### src/rtl/password_pkg.sv
`default_nettype none
// ============================================================================
// Module      : password_pkg
// Description : Shared definitions for the keypad password controller.
//               Holds the keypad codes, 7-segment character codes, the
//               four-character status words and the controller state type.
//               The NEWPW state exists only when PWLOCK_CHANGE_EN is defined.
// Revision    : 1.0 - first release
// ============================================================================
package password_pkg;

  // Keypad codes; 0..9 are digits.
  localparam logic [3:0] c_key_change = 4'hA;
  localparam logic [3:0] c_key_back   = 4'hB;
  localparam logic [3:0] c_key_clear  = 4'hC;
  localparam logic [3:0] c_key_enter  = 4'hE;

  // Display character codes understood by the 7-segment driver.
  localparam logic [3:0] c_ch_a    = 4'hA;
  localparam logic [3:0] c_ch_p    = 4'hB;
  localparam logic [3:0] c_ch_s    = 4'hC;
  localparam logic [3:0] c_ch_f    = 4'hD;
  localparam logic [3:0] c_ch_l    = 4'hE;
  localparam logic [3:0] c_ch_i    = 4'h1;
  localparam logic [3:0] c_ch_dash = 4'hF;

  // Status words shown on the four rightmost digits.
  localparam logic [15:0] c_word_pass = {c_ch_p, c_ch_a, c_ch_s, c_ch_s};
  localparam logic [15:0] c_word_fail = {c_ch_f, c_ch_a, c_ch_i, c_ch_l};
  localparam logic [15:0] c_word_lock = {c_ch_l, c_ch_l, c_ch_l, c_ch_l};

  typedef enum logic [2:0] {
    ST_IDLE    = 3'd0,
    ST_ENTER   = 3'd1,
    ST_PASS    = 3'd2,
    ST_FAIL    = 3'd3,
    ST_LOCKOUT = 3'd4
`ifdef PWLOCK_CHANGE_EN
    ,
    ST_NEWPW   = 3'd5
`endif
  } state_e;

  function automatic logic is_digit(input logic [3:0] key);
    return (key <= 4'd9);
  endfunction

endpackage
`default_nettype wire

### src/rtl/hold_timer.sv
`default_nettype none
// ============================================================================
// Module      : hold_timer
// Description : Loadable down-counter with a registered one-cycle done flag.
//               After a load of N, done is high during the cycle that follows
//               the N-th clock edge after the load edge (N = 0: the cycle
//               right after the load). A client that leaves its state on
//               done therefore stays N+1 cycles.
// Ports       : clk        - clock
//               reset_n    - asynchronous active-low reset
//               load       - reload the counter with load_value
//               load_value - reload value
//               done       - registered expiry pulse
// Revision    : 1.0 - first release
// ============================================================================
module hold_timer #(
  parameter int unsigned WIDTH = 8
) (
  input  logic             clk,
  input  logic             reset_n,
  input  logic             load,
  input  logic [WIDTH-1:0] load_value,
  output logic             done
);

  logic [WIDTH-1:0] cnt_q;
  logic             done_q;

  always_ff @(posedge clk or negedge reset_n) begin
    if (!reset_n) begin
      cnt_q  <= '0;
      done_q <= 1'b0;
    end else if (load) begin
      cnt_q  <= load_value;
      done_q <= (load_value == '0);
    end else begin
      if (cnt_q != '0) begin
        cnt_q <= cnt_q - 1'b1;
      end
      // Flag the edge on which the counter reaches zero.
      done_q <= (cnt_q == WIDTH'(1));
    end
  end

  assign done = done_q;

endmodule
`default_nettype wire

### src/rtl/password_lock_ctrl.sv
`default_nettype none
// ============================================================================
// Module      : password_lock_ctrl
// Description : Keypad password controller. Collects BCD digits from the
//               keypad scanner, compares the code with the stored password,
//               shows PASS / FAIL / LOCK on the display and locks the keypad
//               out after MAX_TRIES consecutive failures.
//               Build macro PWLOCK_CHANGE_EN: enables in-field password
//               change (key A while in PASS) and the password register.
// Ports       : clk          - clock
//               reset_n      - asynchronous active-low reset
//               key_value    - key code (0..9, A change, B back, C clear,
//                              E enter)
//               key_valid    - one-cycle strobe qualifying key_value
//               display_data - one character code per digit, MSN leftmost
//               unlocked     - high while in PASS
//               locked_out   - high while in LOCKOUT
//               fail_count   - consecutive failed attempts (saturating)
// Revision    : 1.0 - first release
// ============================================================================
module password_lock_ctrl
  import password_pkg::*;
#(
  parameter int unsigned DIGITS      = 4,
  parameter logic [31:0] DEFAULT_PW  = 32'h0000_1234,
  parameter int unsigned HOLD_CYCLES = 100_000_000,
  parameter int unsigned LOCK_CYCLES = 500_000_000,
  parameter int unsigned MAX_TRIES   = 3
) (
  input  logic                  clk,
  input  logic                  reset_n,
  input  logic [3:0]            key_value,
  input  logic                  key_valid,
  output logic [4*DIGITS-1:0]   display_data,
  output logic                  unlocked,
  output logic                  locked_out,
  output logic [3:0]            fail_count
);

  localparam int unsigned W       = 4 * DIGITS;
  localparam int unsigned CNT_W   = $clog2(DIGITS + 1);
  localparam int unsigned TMR_MAX = (HOLD_CYCLES > LOCK_CYCLES) ? HOLD_CYCLES : LOCK_CYCLES;
  localparam int unsigned TMR_W   = $clog2(TMR_MAX + 1);

  localparam logic [W-1:0]     c_all_dash = '1;
  localparam logic [CNT_W-1:0] c_last     = CNT_W'(DIGITS - 1);

  state_e           state_q, state_d;
  logic [W-1:0]     buf_q, buf_d;
  logic [CNT_W-1:0] cnt_q, cnt_d;
  logic [3:0]       fail_q, fail_d;
  logic [W-1:0]     disp_q, disp_d;
  logic             unlocked_q, locked_q;

  logic [W-1:0]     w_pw;
  logic [W-1:0]     w_shift, w_back, w_cand;
  logic [3:0]       w_fail_inc;
  logic             w_digit, w_submit;
  logic             w_tmr_load, w_tmr_done;
  logic [TMR_W-1:0] w_tmr_value;

`ifdef PWLOCK_CHANGE_EN
  logic [W-1:0] pw_q, pw_d;

  always_ff @(posedge clk or negedge reset_n) begin
    if (!reset_n) begin
      pw_q <= DEFAULT_PW[W-1:0];
    end else begin
      pw_q <= pw_d;
    end
  end

  assign w_pw = pw_q;
`else
  assign w_pw = DEFAULT_PW[W-1:0];
`endif

  // Display in upper digits is dash; status word in the low four digits.
  function automatic logic [W-1:0] word_disp(input logic [15:0] word);
    logic [W-1:0] v;
    v       = '1;
    v[15:0] = word;
    return v;
  endfunction

  assign w_shift    = {buf_q[W-5:0], key_value};
  assign w_back     = {c_ch_dash, buf_q[W-1:4]};
  assign w_digit    = is_digit(key_value);
  assign w_fail_inc = (fail_q == 4'hF) ? 4'hF : fail_q + 4'd1;

  always_comb begin
    state_d  = state_q;
    buf_d    = buf_q;
    cnt_d    = cnt_q;
    fail_d   = fail_q;
    w_submit = 1'b0;
    w_cand   = buf_q;
`ifdef PWLOCK_CHANGE_EN
    pw_d     = pw_q;
`endif

    case (state_q)
      ST_IDLE: begin
        buf_d = c_all_dash;
        cnt_d = '0;
        if (key_valid && w_digit) begin
          state_d = ST_ENTER;
          buf_d   = {c_all_dash[W-5:0], key_value};
          cnt_d   = CNT_W'(1);
        end
      end

      ST_ENTER: begin
        if (key_valid) begin
          if (w_digit) begin
            if (cnt_q == c_last) begin
              w_submit = 1'b1;
              w_cand   = w_shift;
            end else begin
              buf_d = w_shift;
              cnt_d = cnt_q + 1'b1;
            end
          end else begin
            case (key_value)
              c_key_enter: w_submit = 1'b1;
              c_key_clear: state_d  = ST_IDLE;
              c_key_back: begin
                if (cnt_q == CNT_W'(1)) begin
                  state_d = ST_IDLE;
                end else begin
                  buf_d = w_back;
                  cnt_d = cnt_q - 1'b1;
                end
              end
              default: ;
            endcase
          end
        end
      end

      ST_PASS: begin
        if (w_tmr_done) begin
          state_d = ST_IDLE;
`ifdef PWLOCK_CHANGE_EN
        end else if (key_valid && key_value == c_key_change) begin
          state_d = ST_NEWPW;
          buf_d   = c_all_dash;
          cnt_d   = '0;
`endif
        end
      end

      ST_FAIL: begin
        if (w_tmr_done) state_d = ST_IDLE;
      end

      ST_LOCKOUT: begin
        if (w_tmr_done) begin
          state_d = ST_IDLE;
          fail_d  = 4'd0;
        end
      end

`ifdef PWLOCK_CHANGE_EN
      ST_NEWPW: begin
        if (key_valid) begin
          if (w_digit) begin
            if (cnt_q == c_last) begin
              pw_d    = w_shift;
              state_d = ST_PASS;
            end else begin
              buf_d = w_shift;
              cnt_d = cnt_q + 1'b1;
            end
          end else begin
            case (key_value)
              c_key_enter,
              c_key_clear: state_d = ST_IDLE;
              c_key_back: begin
                if (cnt_q == CNT_W'(1)) begin
                  state_d = ST_IDLE;
                end else if (cnt_q != '0) begin
                  buf_d = w_back;
                  cnt_d = cnt_q - 1'b1;
                end
              end
              default: ;
            endcase
          end
        end
      end
`endif

      default: state_d = ST_IDLE;
    endcase

    // A short code still holds dash nibbles, so it can never match.
    if (w_submit) begin
      if (w_cand == w_pw) begin
        state_d = ST_PASS;
        fail_d  = 4'd0;
      end else begin
        fail_d  = w_fail_inc;
        state_d = (w_fail_inc >= 4'(MAX_TRIES)) ? ST_LOCKOUT : ST_FAIL;
      end
    end

    // Leaving the entry states always leaves an empty buffer behind.
    if (state_d != ST_ENTER
`ifdef PWLOCK_CHANGE_EN
        && state_d != ST_NEWPW
`endif
       ) begin
      buf_d = c_all_dash;
      cnt_d = '0;
    end
  end

  always_comb begin
    disp_d = c_all_dash;
    case (state_d)
      ST_ENTER:   disp_d = buf_d;
`ifdef PWLOCK_CHANGE_EN
      ST_NEWPW:   disp_d = buf_d;
`endif
      ST_PASS:    disp_d = word_disp(c_word_pass);
      ST_FAIL:    disp_d = word_disp(c_word_fail);
      ST_LOCKOUT: disp_d = word_disp(c_word_lock);
      default:    disp_d = c_all_dash;
    endcase
  end

  // Timer restarts on every state change; hold states load N-1 so that they
  // last exactly N cycles.
  assign w_tmr_load  = (state_d != state_q);
  assign w_tmr_value = (state_d == ST_PASS || state_d == ST_FAIL) ? TMR_W'(HOLD_CYCLES - 1) :
                       (state_d == ST_LOCKOUT)                    ? TMR_W'(LOCK_CYCLES - 1) :
                                                                    '0;

  hold_timer #(
    .WIDTH (TMR_W)
  ) u_hold_timer (
    .clk        (clk),
    .reset_n    (reset_n),
    .load       (w_tmr_load),
    .load_value (w_tmr_value),
    .done       (w_tmr_done)
  );

  always_ff @(posedge clk or negedge reset_n) begin
    if (!reset_n) begin
      state_q    <= ST_IDLE;
      buf_q      <= c_all_dash;
      cnt_q      <= '0;
      fail_q     <= 4'd0;
      disp_q     <= c_all_dash;
      unlocked_q <= 1'b0;
      locked_q   <= 1'b0;
    end else begin
      state_q    <= state_d;
      buf_q      <= buf_d;
      cnt_q      <= cnt_d;
      fail_q     <= fail_d;
      disp_q     <= disp_d;
      unlocked_q <= (state_d == ST_PASS);
      locked_q   <= (state_d == ST_LOCKOUT);
    end
  end

  assign display_data = disp_q;
  assign unlocked     = unlocked_q;
  assign locked_out   = locked_q;
  assign fail_count   = fail_q;

endmodule
`default_nettype wire

### config.mk
export PLATFORM = sky130hd
export DESIGN_NAME = password_lock_ctrl
export DESIGN_NICKNAME = d
export VERILOG_FILES = /design/src/rtl/password_pkg.sv /design/src/rtl/hold_timer.sv /design/src/rtl/password_lock_ctrl.sv
export SDC_FILE = /design/constraint.sdc
export NUM_CORES = 1
export LEC_CHECK = 0
export CAP_MARGIN = 5
export CORE_ASPECT_RATIO = 1.1
export CORE_MARGIN = 1
export CORE_UTILIZATION = 60
export DETAILED_ROUTE_END_ITERATION = 10
export PLACE_DENSITY = 0.88
export RECOVER_POWER = 50
export REMOVE_ABC_BUFFERS = 1
export SLEW_MARGIN = 20
export SYNTH_ARGS = -nofsm -noshare
export SYNTH_HDL_FRONTEND = slang
export SYNTH_HIERARCHICAL = 1
export SYNTH_SLANG_ARGS = --single-unit
### constraint.sdc
create_clock -name clk -period 4.9 [get_ports clk]
set_input_delay 0.735 -clock clk [delete_from_list [all_inputs] [get_ports clk]]
set_output_delay 0.735 -clock clk [all_outputs]
set_load 0.01 [all_outputs]
# Word level (Yosys, flattened, before mapping)
# Index checks and enable logic that the tools add are counted.
[classes]
n_mux = 46
n_reduce_logical = 12
n_addsub = 4
eq_ne = 22
magnitude_cmp = 2
[ops]
columns = ["op", "n"]
rows = [
  ["16-bit two-way mux", 10],
  ["29-bit two-way mux", 4],
  ["16-bit case mux with 4 select lines", 1],
  ["3-bit two-way mux", 14],
  ["16-bit case mux with 2 select lines", 1],
  ["29-bit by 1-bit equality test with 1-bit output (second input constant)", 1],
  ["29-bit logical NOT", 1],
  ["29-bit nonzero test", 1],
  ["29-bit by 1-bit subtractor with 29-bit output (second input constant)", 1],
  ["4-bit two-way mux", 6],
  ["16-bit by 13-bit equality test with 1-bit output (second input constant)", 1],
  ["4-bit equality test (second input constant)", 4],
  ["3-bit by 2-bit equality test with 1-bit output (second input constant)", 5],
  ["4-bit != test (second input constant)", 3],
  ["3-bit case mux with 2 select lines", 2],
  ["3-bit by 1-bit equality test with 1-bit output (second input constant)", 3],
  ["3-bit case mux with 3 select lines", 1],
  ["1-bit two-way mux", 7],
  ["3-bit equality test (second input constant)", 2],
  ["2-bit nonzero test", 3],
  ["5-bit AND reduction", 1],
  ["4-bit by 1-bit adder with 4-bit output (second input constant)", 1],
  ["4-bit by 2-bit >= comparator with 1-bit output (second input constant)", 1],
  ["4-bit less-or-equal comparator (second input constant)", 1],
  ["other kinds (11)", 11],
]
[totals]
wordCells = 95
inputBits = 7
output_inout_bits = 22
ff_bits = 74

# Longest topological paths before layout
[depth]
ltp_word = 13
ltp_mapped = 16
ltp_nobuf = 13

# Hierarchy
# The synthesis kept the hierarchy.
[by_module_without_submodules]
columns = ["mod", "n_inst", "seq_area_each_um2", "cells_each", "area_each_um2"]
rows = [
  ["password_lock_ctrl", 1, 1141.1, 248, 2503.7],
  ["hold_timer", 1, 750.7, 212, 1920.6],
]

# Worst setup path before layout
# Ideal clock, no wire load.
[synth_timing]
path_type = "input port to flip-flop"
startpoint = "in key_value[1]"
endpoint = "reg u_hold_timer.cnt_q[1]"
t_required_ns = 4.768
slack_ns = 1.106
n_path_buf = 4
setup_ns = 0.132
t_arrival_ns = 3.663
stages = 15
cell_sequence = "buf_2 -> o21ai_4 -> nand3_1 -> mux2i_4 -> a21bo_2 -> nor4bb_1 -> or3_1 -> clkbuf_1 -> nor4_1 -> nand4_1 -> or4_1 -> buf_2 -> buf_6 -> o211ai_1 -> o21ai_1"
[synth_via]
word_cells_on_any_way = 30
cone_classes = "1 x order compare; 8 x eq/ne; 18 x mux; 3 x reduce/logical"
[synth_rtl]
columns = ["item", "line_no", "rtl"]
rows = [
  ["from (decl)", "password_lock_ctrl.sv:32", "input logic [3:0] key_value,"],
  ["4-bit less-or-equal comparator / 16-bit two-way mux (equally long branches)", "password_pkg.sv:45, password_lock_ctrl.sv:116", ""],
  ["16-bit two-way mux", "password_lock_ctrl.sv:115", "if (w_digit) begin"],
  ["16-bit two-way mux", "password_lock_ctrl.sv:114", "if (key_valid) begin"],
  ["16-bit two-way mux", "password_lock_ctrl.sv:102", "case (state_q)"],
  ["16-bit by 13-bit equality test with 1-bit output", "password_lock_ctrl.sv:199", "if (w_cand == w_pw) begin"],
  ["3-bit two-way mux", "password_lock_ctrl.sv:199", ""],
  ["3-bit two-way mux *", "password_lock_ctrl.sv:198", "if (w_submit) begin"],
  ["3-bit != test *", "password_lock_ctrl.sv:235", "assign w_tmr_load = (state_d != state_q);"],
  ["via w_tmr_load", "password_lock_ctrl.sv:59", "logic w_tmr_load, w_tmr_done;"],
  ["29-bit two-way mux / 2-bit nonzero test (equally long branches)", "-", ""],
  ["to (signal assigned)", "hold_timer.sv:34", "cnt_q <= load_value;"],
  ["to (signal assigned)", "hold_timer.sv:38", "cnt_q <= cnt_q - 1'b1;"],
  ["to (decl)", "hold_timer.sv:26", "logic [WIDTH-1:0] cnt_q;"],
]
# The timed path passes the listed nets; every way through them passes the cells marked *.
# A chain may end at the register's enable or synchronous reset.

# Final worst setup path
[layout_timing]
startpoint = "in key_value[1]"
endpoint = "reg u_hold_timer.cnt_q[12]"
# The elaborated chain is that of the path after synthesis.

==> metrics <==
Final Max Tran Viols=a little over 50; WS Path Type=input pin to flop; number of remaining DRC errors=6; # IOs=29; Hold WS=between 0.5 and 0.6 ns; WP data required=5.15 ns; status=finished, violations left; Net count, final=around 520; Resized Gates After CTS=0; H-tree depth=3; CTS hold repair buffers=0; CP Launch Type=input pin; vias in the first global route=about 3800; max-cap violations=1; total wire length=approximately 11000 um; worst vdd ir=~0.43 mV; post-synthesis sequential area ratio=42.8%; PortBufs=28; Final Skew=0.00993 ns; crit path DAT=4.62 ns; Reg clk slew, reported paths=approximately 0.080 ns; Fmax=0.229 GHz; pre-CTS WS=about 0.23 ns; CTS root buf=clkbuf_8; Sink Count=74; Die Span X=between 80 and 90 um; largest net degree at the start of global routing=51; leakage power=0.00192 uW; initial core utilization=roughly 62%; dpl hpwl=~7700 um; via count=between 3000 and 4000; clock latency on the worst-skew pair=0.36 ns; Site Rows=32; post-layout min period=between 4 and 5 ns; Mapped Avg Cell Area=between 9 and 10 sq um; mapped cell area=~4400 sq um; failing checks=design-rule violations, max-capacitance violations, max-slew violations; first-pass GRT wire length=between 15000 and 20000 um; initial drt markers=between 300 and 400; combinational power share=around half; Critical Path End Type=flop; Worst Setup Slack, final=about 0.53 ns; final hold vios=0; Syn Inst Count=460; net switching power=roughly 1500 uW; CTS tree=yes; gr ovfl total=0; total iterations of the first detailed-routing run=8; cts bufs inserted=9; Area Overhead vs Synth=13.9%; core area=~7000 sq um; Sequential Power Share=~34%; Post-synth ARST share=100%; period utilisation layout=between 80% and 90%; area of the die=between 7000 and 8000 sq um; via/cell ratio=6.76; Yosys Warn Count=6; Distinct cells, synth=75; number of synthesized flops with an enable pin=0; Setup TNS=0 ns; GRT Util Overall=a little under a third; power density cells=between 600 and 700 nW/um^2; commonest non-fill, non-tap cells in the layout=nor2_1 (47), dfrtp_1 (42), dfstp_2 (32); layout cell share with drive strength beyond 1=about 18%; Most used DFF post-synth=dfrtp_1; class of the worst hold path=flop to flop; Setup violations, final=0; Worst Path Max Fanout=15; Clock Path Buffers=2; unrepaired setup endpoints after global routing=false; Post-CTS Setup Inserts=0; Antenna Nets Post-Route=0; switching portion of total power=between 40% and 50%; number of synthesized register bits=74; leading cell type in the layout, fill and taps excluded=nor2_1; initial antenna violation count=0; WL/cell=roughly 19 um; # diodes=0; Max-slew headroom=-80.8%; worst slew pin tran=2.71 ns; fin util=between 70 and 80%; clock group share of total power=between 10% and 20%; Die Y=92.1 um; GP Congestion=0.995; placed cell area=roughly 4800 sq um; cell area after layout=between 5000 and 6000 sq um; Pint=between 1500 and 2000 uW
layer usage:
layer	wire, um	GRT usage (%)
met2	5670	52.3
met4	468	18.1
met1	4450	36.6
met3	626	3.69
met5	0	0
worst max-delay path, cell delays in order:
cell and delay (ns):
clkdlybuf4s50_1 0.62, o21ai_4 0.39, a32oi_2 0.17, nor2_2 0.28, a21bo_2 0.32, nor4bb_1 0.16
or3_1 0.42, nor4_1 0.23, nand4_1 0.18, or4_1 0.74, o21a_1 0.22, o21a_1 0.16
cell usage after synthesis, types with 7 or more instances:
master | instances | area [sq um]
a211oi_1 | 7 | 52.6
a31oi_1 | 9 | 56.3
nor2_1 | 47 | 176
nor3_1 | 16 | 80.1
dfrtp_1 | 42 | 1050
inv_1 | 13 | 48.8
ha_1 | 9 | 113
nor4_1 | 13 | 81.3
nand4_1 | 7 | 43.8
o31ai_1 | 7 | 52.6
nand3_1 | 14 | 70.1
nand2_1 | 28 | 105
clkbuf_1 | 11 | 41.3
xnor2_1 | 13 | 114
a21oi_1 | 25 | 125
o21ai_1 | 8 | 40.0
dfstp_2 | 32 | 841
o22ai_1 | 12 | 75.1
o21ai_0 | 22 | 110
through the flow:
step | std cells | total power [uW]
floorplan | 450 | 2280
global placement | 573 | 2720
detailed placement | 573 | 2800
CTS | 589 | 3350
global route | 589 | 3580
finish | 589 | 3370
cell families after synthesis:
| group | synth area share (%) |
|---|---|
| xor+xnor | 2.57 |
| other cells | 0.0848 |
| flops | 42.8 |
| buf+inv | 3.90 |
| fa+ha+maj | 2.55 |
| compound gates | 21.6 |
| simple gates | 25.6 |
| mux | 0.962 |
power groups by stage:
stage | Clock, uW | Sequential [uW] | Combinational, uW
floorplan | 0 | 1100 | 1180
global placement | 0 | 1140 | 1580
detailed placement | 0 | 1150 | 1660
CTS | 542 | 1140 | 1670
global route | 565 | 1180 | 1840
finish | 541 | 1150 | 1680
state kept, by name, indices dropped and copies added (netlist names):
register and count:
buf_q 16, cnt_q 3, display_data 16, fail_count 4, locked_out 1, state_q 3, u_hold_timer/cnt_q 29, u_hold_timer/done 1
unlocked 1
final timing paths:
| check | to | startpoint | slack (ns) | cells past startpoint |
|---|---|---|---|---|
| setup / recovery | u_hold_timer/cnt_q[12] | key_value[1] | 0.53 | 12 |
| hold / removal | cnt_q[1] | cnt_q[1] | 0.55 | 2 |
| setup reg to reg | u_hold_timer/cnt_q[12] | state_q[0] | 0.83 | 11 |
| hold reg to reg | cnt_q[1] | cnt_q[1] | 0.55 | 2 |
| max in group asynchronous | u_hold_timer/cnt_q[28] | reset_n | 1.42 | 2 |
| min in group asynchronous | state_q[0] | reset_n | 1.24 | 1 |
layout make-up:
type,instances,area [sq um]
multi-input combinational,361,2410
tap,85,106
sequential,74,1890
clock inverter,5,65.1
inverter,15,56.3
fill,526,2050
timing repair buffer,38,345
clock buffer,11,163
Power figures use the tool's default switching activity.
